$ cat config.mk
export PLATFORM = sky130hd
export DESIGN_NAME = rom_port_arbiter
export DESIGN_NICKNAME = d
export VERILOG_FILES = /design/src/rtl/rom_port_arbiter.sv
export SDC_FILE = /design/constraint.sdc
export NUM_CORES = 1
export LEC_CHECK = 0
export BUFFER_PORTS_ARGS = -buffer_cell sky130_fd_sc_hd__buf_2
export CAP_MARGIN = 40
export CORE_ASPECT_RATIO = 1.5
export CORE_MARGIN = 2
export CORE_UTILIZATION = 42
export DETAILED_ROUTE_END_ITERATION = 6
export PLACE_DENSITY_LB_ADDON = 0.25
export SLEW_MARGIN = 25
export SYNTH_ARGS = -nofsm -noshare
export SYNTH_HDL_FRONTEND = slang
export SYNTH_SLANG_ARGS = --single-unit
$ cat constraint.sdc
create_clock -name clk_i -period 4.4 [get_ports clk_i]
set_input_delay 0.66 -clock clk_i [delete_from_list [all_inputs] [get_ports clk_i]]
set_output_delay 0.66 -clock clk_i [all_outputs]
set_load 0.05 [all_outputs]
$ cat src/rtl/rom_port_arbiter.sv
// ============================================================================
// rom_port_arbiter : shares one synchronous-read ROM between fetch (I) and
//                    load (D) ports; ROM_ARB_RR_EN selects round-robin.
// Revision 1.0
// ============================================================================
`default_nettype none

module rom_port_arbiter #(
  parameter int ROM_WORDS = 32,
  parameter int MAX_WAIT  = 4
) (
  input  logic        clk_i,
  input  logic        rst_i,
  input  logic        i_req_i,
  input  logic [31:0] i_addr_i,
  input  logic        i_flush_i,
  output logic        i_gnt_o,
  output logic        i_rvalid_o,
  output logic [31:0] i_rdata_o,
  output logic        i_rerr_o,
  input  logic        d_req_i,
  input  logic [31:0] d_addr_i,
  output logic        d_gnt_o,
  output logic        d_rvalid_o,
  output logic [31:0] d_rdata_o,
  output logic        d_rerr_o,
  output logic [31:0] rom_a_o,
  input  logic [31:0] rom_rd_i
);

  typedef enum logic [1:0] {
    OWN_NONE = 2'd0,
    OWN_I    = 2'd1,
    OWN_D    = 2'd2
  } owner_e;

  localparam logic [31:0] ADDR_LIMIT = 32'(ROM_WORDS * 4);

  owner_e      owner_q, owner_d;
  logic        err_q, err_d;
  logic [31:0] rom_a_q, rom_a_d;
  logic        i_win, d_win;
  logic [31:0] win_addr;

`ifdef ROM_ARB_RR_EN
  logic        last_d_q, last_d_d;  // 1 when D holds the most recent grant
`else
  localparam logic [3:0] WAIT_MAX = 4'(MAX_WAIT);
  logic [3:0]  wait_q, wait_d;
`endif

  always_comb begin
    i_win = 1'b0;
    d_win = 1'b0;
    if (!rst_i) begin
      if (i_req_i && d_req_i) begin
`ifdef ROM_ARB_RR_EN
        i_win = last_d_q;
        d_win = !last_d_q;
`else
        i_win = (wait_q == WAIT_MAX);
        d_win = !i_win;
`endif
      end else begin
        i_win = i_req_i;
        d_win = d_req_i;
      end
    end
  end

  always_comb begin
    owner_d  = OWN_NONE;
    err_d    = 1'b0;
    rom_a_d  = rom_a_q;
    win_addr = d_win ? d_addr_i : i_addr_i;
    if (i_win) begin
      owner_d = OWN_I;
    end else if (d_win) begin
      owner_d = OWN_D;
    end
    // Bad accesses still take the slot; the ROM word read is simply discarded.
    if (i_win || d_win) begin
      rom_a_d = {win_addr[31:2], 2'b00};
      err_d   = (win_addr[1:0] != 2'b00) || (win_addr >= ADDR_LIMIT);
    end
`ifdef ROM_ARB_RR_EN
    last_d_d = last_d_q;
    if (i_win) begin
      last_d_d = 1'b0;
    end else if (d_win) begin
      last_d_d = 1'b1;
    end
`else
    wait_d = wait_q;
    if (!i_req_i || i_win) begin
      wait_d = 4'd0;
    end else if (wait_q != WAIT_MAX) begin
      wait_d = wait_q + 4'd1;
    end
`endif
  end

  always_ff @(posedge clk_i) begin
    if (rst_i) begin
      owner_q  <= OWN_NONE;
      err_q    <= 1'b0;
      rom_a_q  <= 32'd0;
`ifdef ROM_ARB_RR_EN
      last_d_q <= 1'b0;
`else
      wait_q   <= 4'd0;
`endif
    end else begin
      owner_q  <= owner_d;
      err_q    <= err_d;
      rom_a_q  <= rom_a_d;
`ifdef ROM_ARB_RR_EN
      last_d_q <= last_d_d;
`else
      wait_q   <= wait_d;
`endif
    end
  end

  assign i_gnt_o = i_win;
  assign d_gnt_o = d_win;
  assign rom_a_o = rom_a_d;

  // Reset kills any response still in flight.
  assign i_rvalid_o = !rst_i && (owner_q == OWN_I) && !i_flush_i;
  assign i_rerr_o   = i_rvalid_o && err_q;
  assign i_rdata_o  = (i_rvalid_o && !err_q) ? rom_rd_i : 32'd0;

  assign d_rvalid_o = !rst_i && (owner_q == OWN_D);
  assign d_rerr_o   = d_rvalid_o && err_q;
  assign d_rdata_o  = (d_rvalid_o && !err_q) ? rom_rd_i : 32'd0;

endmodule

`default_nettype wire
==> Word-level counts from Yosys, hierarchy flattened <==
Cells that the tools add are included.
{ "word_totals": {"ff_bits": 39, "input_bits": 101, "out_inout_bits": 102, "word_cells": 42} }
{ "op_classes": {"addsub": 1, "n_lt_le_gt_ge": 1, "eq_ne": 4, "n_mux": 10, "n_bitwise": 1, "reduce_logical": 20} }
{ "ops": {"columns": ["op", "n"], "rows": [
  ["$mux W32", 4],
  ["$ge A32 B8 Y1 const B", 1],
  ["$logic_and A1 B1 Y1", 8],
  ["$reduce_or A2 Y1", 3],
  ["$logic_not A1 Y1", 5],
  ["$mux W1", 5],
  ["$add A4 B1 Y4 const B", 1],
  ["$eq A4 B3 Y1 const B", 1],
  ["$ne A4 B3 Y1 const B", 1],
  ["$logic_or A1 B1 Y1", 3],
  ["$eq A2 B1 Y1 const B", 1],
  ["$eq A2 B2 Y1 const B", 1],
  ["$mux W2", 1],
  ["$reduce_bool A2 Y1", 1],
  ["$not A1 Y1", 1]
]} }

==> Longest topological paths before layout <==
{ "depth": {"word_depth": 7, "ltp_mapped": 8, "depth_no_buf": 7} }

==> Worst setup path after synthesis <==
No wires, ideal clock.
{ "synth_path": {"path_kind": "input to output", "start": "input port rst_i", "end": "output port d_rdata_o[10]", "t_arrival_ps": 2458, "required_ps": 3740, "slack_ps": 1282, "cell_stages": 5, "path_buffers": 2, "cell_sequence": "buf_4 -> nor3b_2 -> and2b_1 -> clkbuf_1 -> and2_1"} }
{ "synth_between": {"elab_chain_len": 4} }
{ "synth_rtl": {"columns": ["element", "line_no", "rtl"], "rows": [
  ["start, declared", "13", "input logic rst_i,"],
  ["$logic_not A1 Y1", "134", "assign d_rvalid_o = !rst_i && (owner_q == OWN_D);"],
  ["$logic_and A1 B1 Y1", "134", null],
  ["named net d_rvalid_o", "24", "output logic d_rvalid_o,"],
  ["$logic_and A1 B1 Y1", "136", "assign d_rdata_o = (d_rvalid_o && !err_q) ? rom_rd_i : 32'd0;"],
  ["$mux W32", "136", null],
  ["end, declared", "25", "output logic [31:0] d_rdata_o,"]
]} }
The timed path passes the listed nets, and every way through them passes these cells.

==> Worst setup path after layout <==
{ "layout_path": {"start": "input port rst_i", "end": "output port rom_a_o[19]"} }
{ "layout_between": {"elab_chain_len": 3, "word_cells_on_any_way": 5, "classes_between": "mux (4); reduce/logical (1)"} }
{ "layout_rtl": {"columns": ["element", "line_no", "rtl"], "rows": [
  ["$mux W1", "55", "if (!rst_i) begin"],
  ["$mux W32 / $logic_or A1 B1 Y1 (equally long branches)", "75, 82", null],
  ["$mux W32 (*)", "82", "if (i_win || d_win) begin"],
  ["end, declared", "27", "output logic [31:0] rom_a_o,"]
]} }
Every way passes the cells marked *; elsewhere a longest branch is shown, timed or not.

==> metrics.csv <==
stage;metric;value;unit
worst_setup_path;cp-start-kind;input port;
route;drt_iter0_drc;38;
logic_synthesis;yosysUniqueCellTypes;32;
layout;syn_to_final_growth;44.3;%
floorplanning;start_util;42.9;%
pwr;ir_worst_vdd;0.261;mV
global_routing;grt_pass1_wl;11600;um
placed_design;gp_congestion;0.859;
global_routing;grt.total_usage;23.4;%
logic_synthesis;synthCells;301;
timing;fin_tns_setup;0;ps
layout;fin_cells;564;
placed_design;port_buffers;202;
logic_synthesis;synth_area_leaders;dfxtp_1 (32%), and2_1 (17%), mux2i_1 (12%);
logic_synthesis;ys.flop_type;dfxtp_1;
global_routing;grt_overflow;0;
layout;drive_gt1_share;44.4;%
clock_network;clockBufferDepth;2;
run;cap_viol_max_count;0;
logic_synthesis;syn_area_per_cell;8.19;um2
timing;max_freq;0.311;GHz
route;drt-pass1-iter-count;5;
clock_network;clock_latency;290;ps
timing;rsz0062_at_grt;false;
clock_network;ctsHtreeMaxLevel;2;
timing;hold_violations;0;
route;routed_wl;7820;um
logic_synthesis;synth_area;2470;um2
floorplanning;row_count;34;
placed_design;hpwl;6470;um
clock_network;clkTransAtPathRegs;70;ps
clock_network;ctsResizeCount;0;
floorplanning;io_pins;203;
clock_network;postCtsHoldBufs;0;
clock_network;cts_sinks;39;
logic_synthesis;yosys_warnings;0;
route;viasPerCell;5.04;
route;vias;2841;
worst_setup_path;worstSetupEndpointType;output pin;
logic_synthesis;synth.largest_area_cell;dfxtp_1;
logic_synthesis;synth-seq-cells;39;
timing;max-slew-margin-rel;46.4;%
worst_setup_path;crit_type;in -> out;
worst_setup_path;arrival;2560;ps
worst_setup_path;crit_fanout;34;
logic_synthesis;ys_seq_area_share;31.7;%
pwr;p_leak;0.00195;uW
clock_network;cts_buffers;5;
logic_synthesis;postSynth.asyncResetShare;0;%
timing;skew;4.84;ps
pwr;power_density;281;nW/um2
worst_setup_path;crit_required;3740;ps
global_routing;grt_max_degree;58;
hold_path;hp-class;reg -> reg;
timing;drv_slew;0;
timing;setup_viol;0;
route;post-route-drc-count;0;
timing;fin_crit_sh;73.1;%
clock_network;post-cts-setup-buffers;0;
hold_path;worst_hold_path.num_cells;1;
global_routing;grt_pass1_vias;2461;
logic_synthesis;synth_edf_count;0;
layout;postLayoutCoreUtil;62.0;%
run_status;status;complete, no violations;
timing;fin_crit;3220;ps
route;wl_per_cell;13.9;um
timing;tightestPinTransition;804;ps
logic_synthesis;syn_nets;404;
logic_synthesis;synth.top_cell.area_share;31.7;%
floorplanning;die_area;6510;um2
layout;final_nets;592;
floorplanning;coreArea;5740;um2
placed_design;dp_cells;554;
clock_network;cts_root_buffer;clkbuf_8;
worst_setup_path;r2r_cells;7;
route;antenna_left;0;
floorplanning;die_w;66.6;um
clock_network;cts_tree;built;
global_routing;antenna_found_initial;5;
floorplanning;die_h;97.9;um
[synthesized netlist by cell type, types with 2 or more instances]
cell type  count
nor4_1        12
a21oi_1       32
nand3_1        3
buf_2          3
inv_1          4
clkbuf_2       3
a211oi_1      30
nor3_1         3
ha_1           2
and2b_1        2
mux2i_1       30
and3_1         2
and2_1        68
dfxtp_1       39
nand4_1        2
o21ai_0        3
clkbuf_1      12
nor2_1        37
[kinds of logic after synthesis]
group,synth area share [%]
buffers and inverters,6.24
XOR/XNOR,0.355
multiplexers,12.2
AND/OR/NAND/NOR,32.0
AO/OA/AOI/OAI,16.6
flip-flops,31.7
adder cells (fa/ha/maj),1.01
[placed cells by master, fill, tap and decap left out, types with 2 or more instances in the layout]
cell,instances
o21ai_0,3
nand3_1,3
and3_1,2
clkbuf_8,6
and2_1,68
dfxtp_1,39
inv_1,4
nor2_1,37
a21oi_1,32
mux2i_1,30
a211oi_1,30
nor3_1,3
and2b_1,2
ha_1,2
buf_2,202
diode_2,3
nor4_1,12
nand4_1,2
[report_power, final]
part	total [uW]	switching, uW	internal (uW)	leakage (uW)
Combinational	375	267	108	0.00158
Clock	239	117	123	0.0000471
Sequential	384	7.23	377	0.000322
Total	998	391	608	0.00195
[layout make-up]
class | instances | area (um2)
sequential | 39 | 781
fill | 534 | 2180
antenna | 3 | 7.51
clock inverter | 1 | 5.00
clock buffer | 6 | 82.6
multi-input combinational | 234 | 1540
timing repair buffer | 203 | 1030
inverter | 6 | 25.0
tap | 72 | 90.1
[registers in the layout, indices dropped and copies added, names as in the netlist]
signal and flops:
err_q 1, rom_a_q 32, wait_q 4, owner_q 2
[per-layer routing]
metal	share of wire (%)	track usage, %
met3	11	8.06
met5	0.35	0
met1	35	23.3
met4	0.95	6.75
met2	53	44.2
[path summary, 6_finish.rpt]
check	endpoint	from	slack [ps]
worst max-delay path	rom_a_o[19]	rst_i	1180
worst min-delay path	wait_q[0]	wait_q[0]	480
worst max register to register	rom_a_q[19]	wait_q[0]	2310
worst min register to register	wait_q[0]	wait_q[0]	480
[critical path: stages]
cell     delay [ps]
buf_2           540
inv_2           150
nand3_4         370
inv_4           180
mux2i_1         190
a21oi_1         160
buf_2           280
[stage by stage]
step / hold WS, ps / total power, uW / cell area (um2) / setup WS, ps
5_1_grt: 501 / 1040 / 3550 / 1030
6_report: 480 / 998 / 3560 / 1180
3_5_place_dp: 474 / 768 / 3460 / 1150
3_3_place_gp: 444 / 764 / 3460 / 1180
2_1_floorplan: 430 / 657 / 2470 / 1280
4_1_cts: 489 / 1010 / 3550 / 1140
Note: power is estimated with default switching activity, not from simulation.
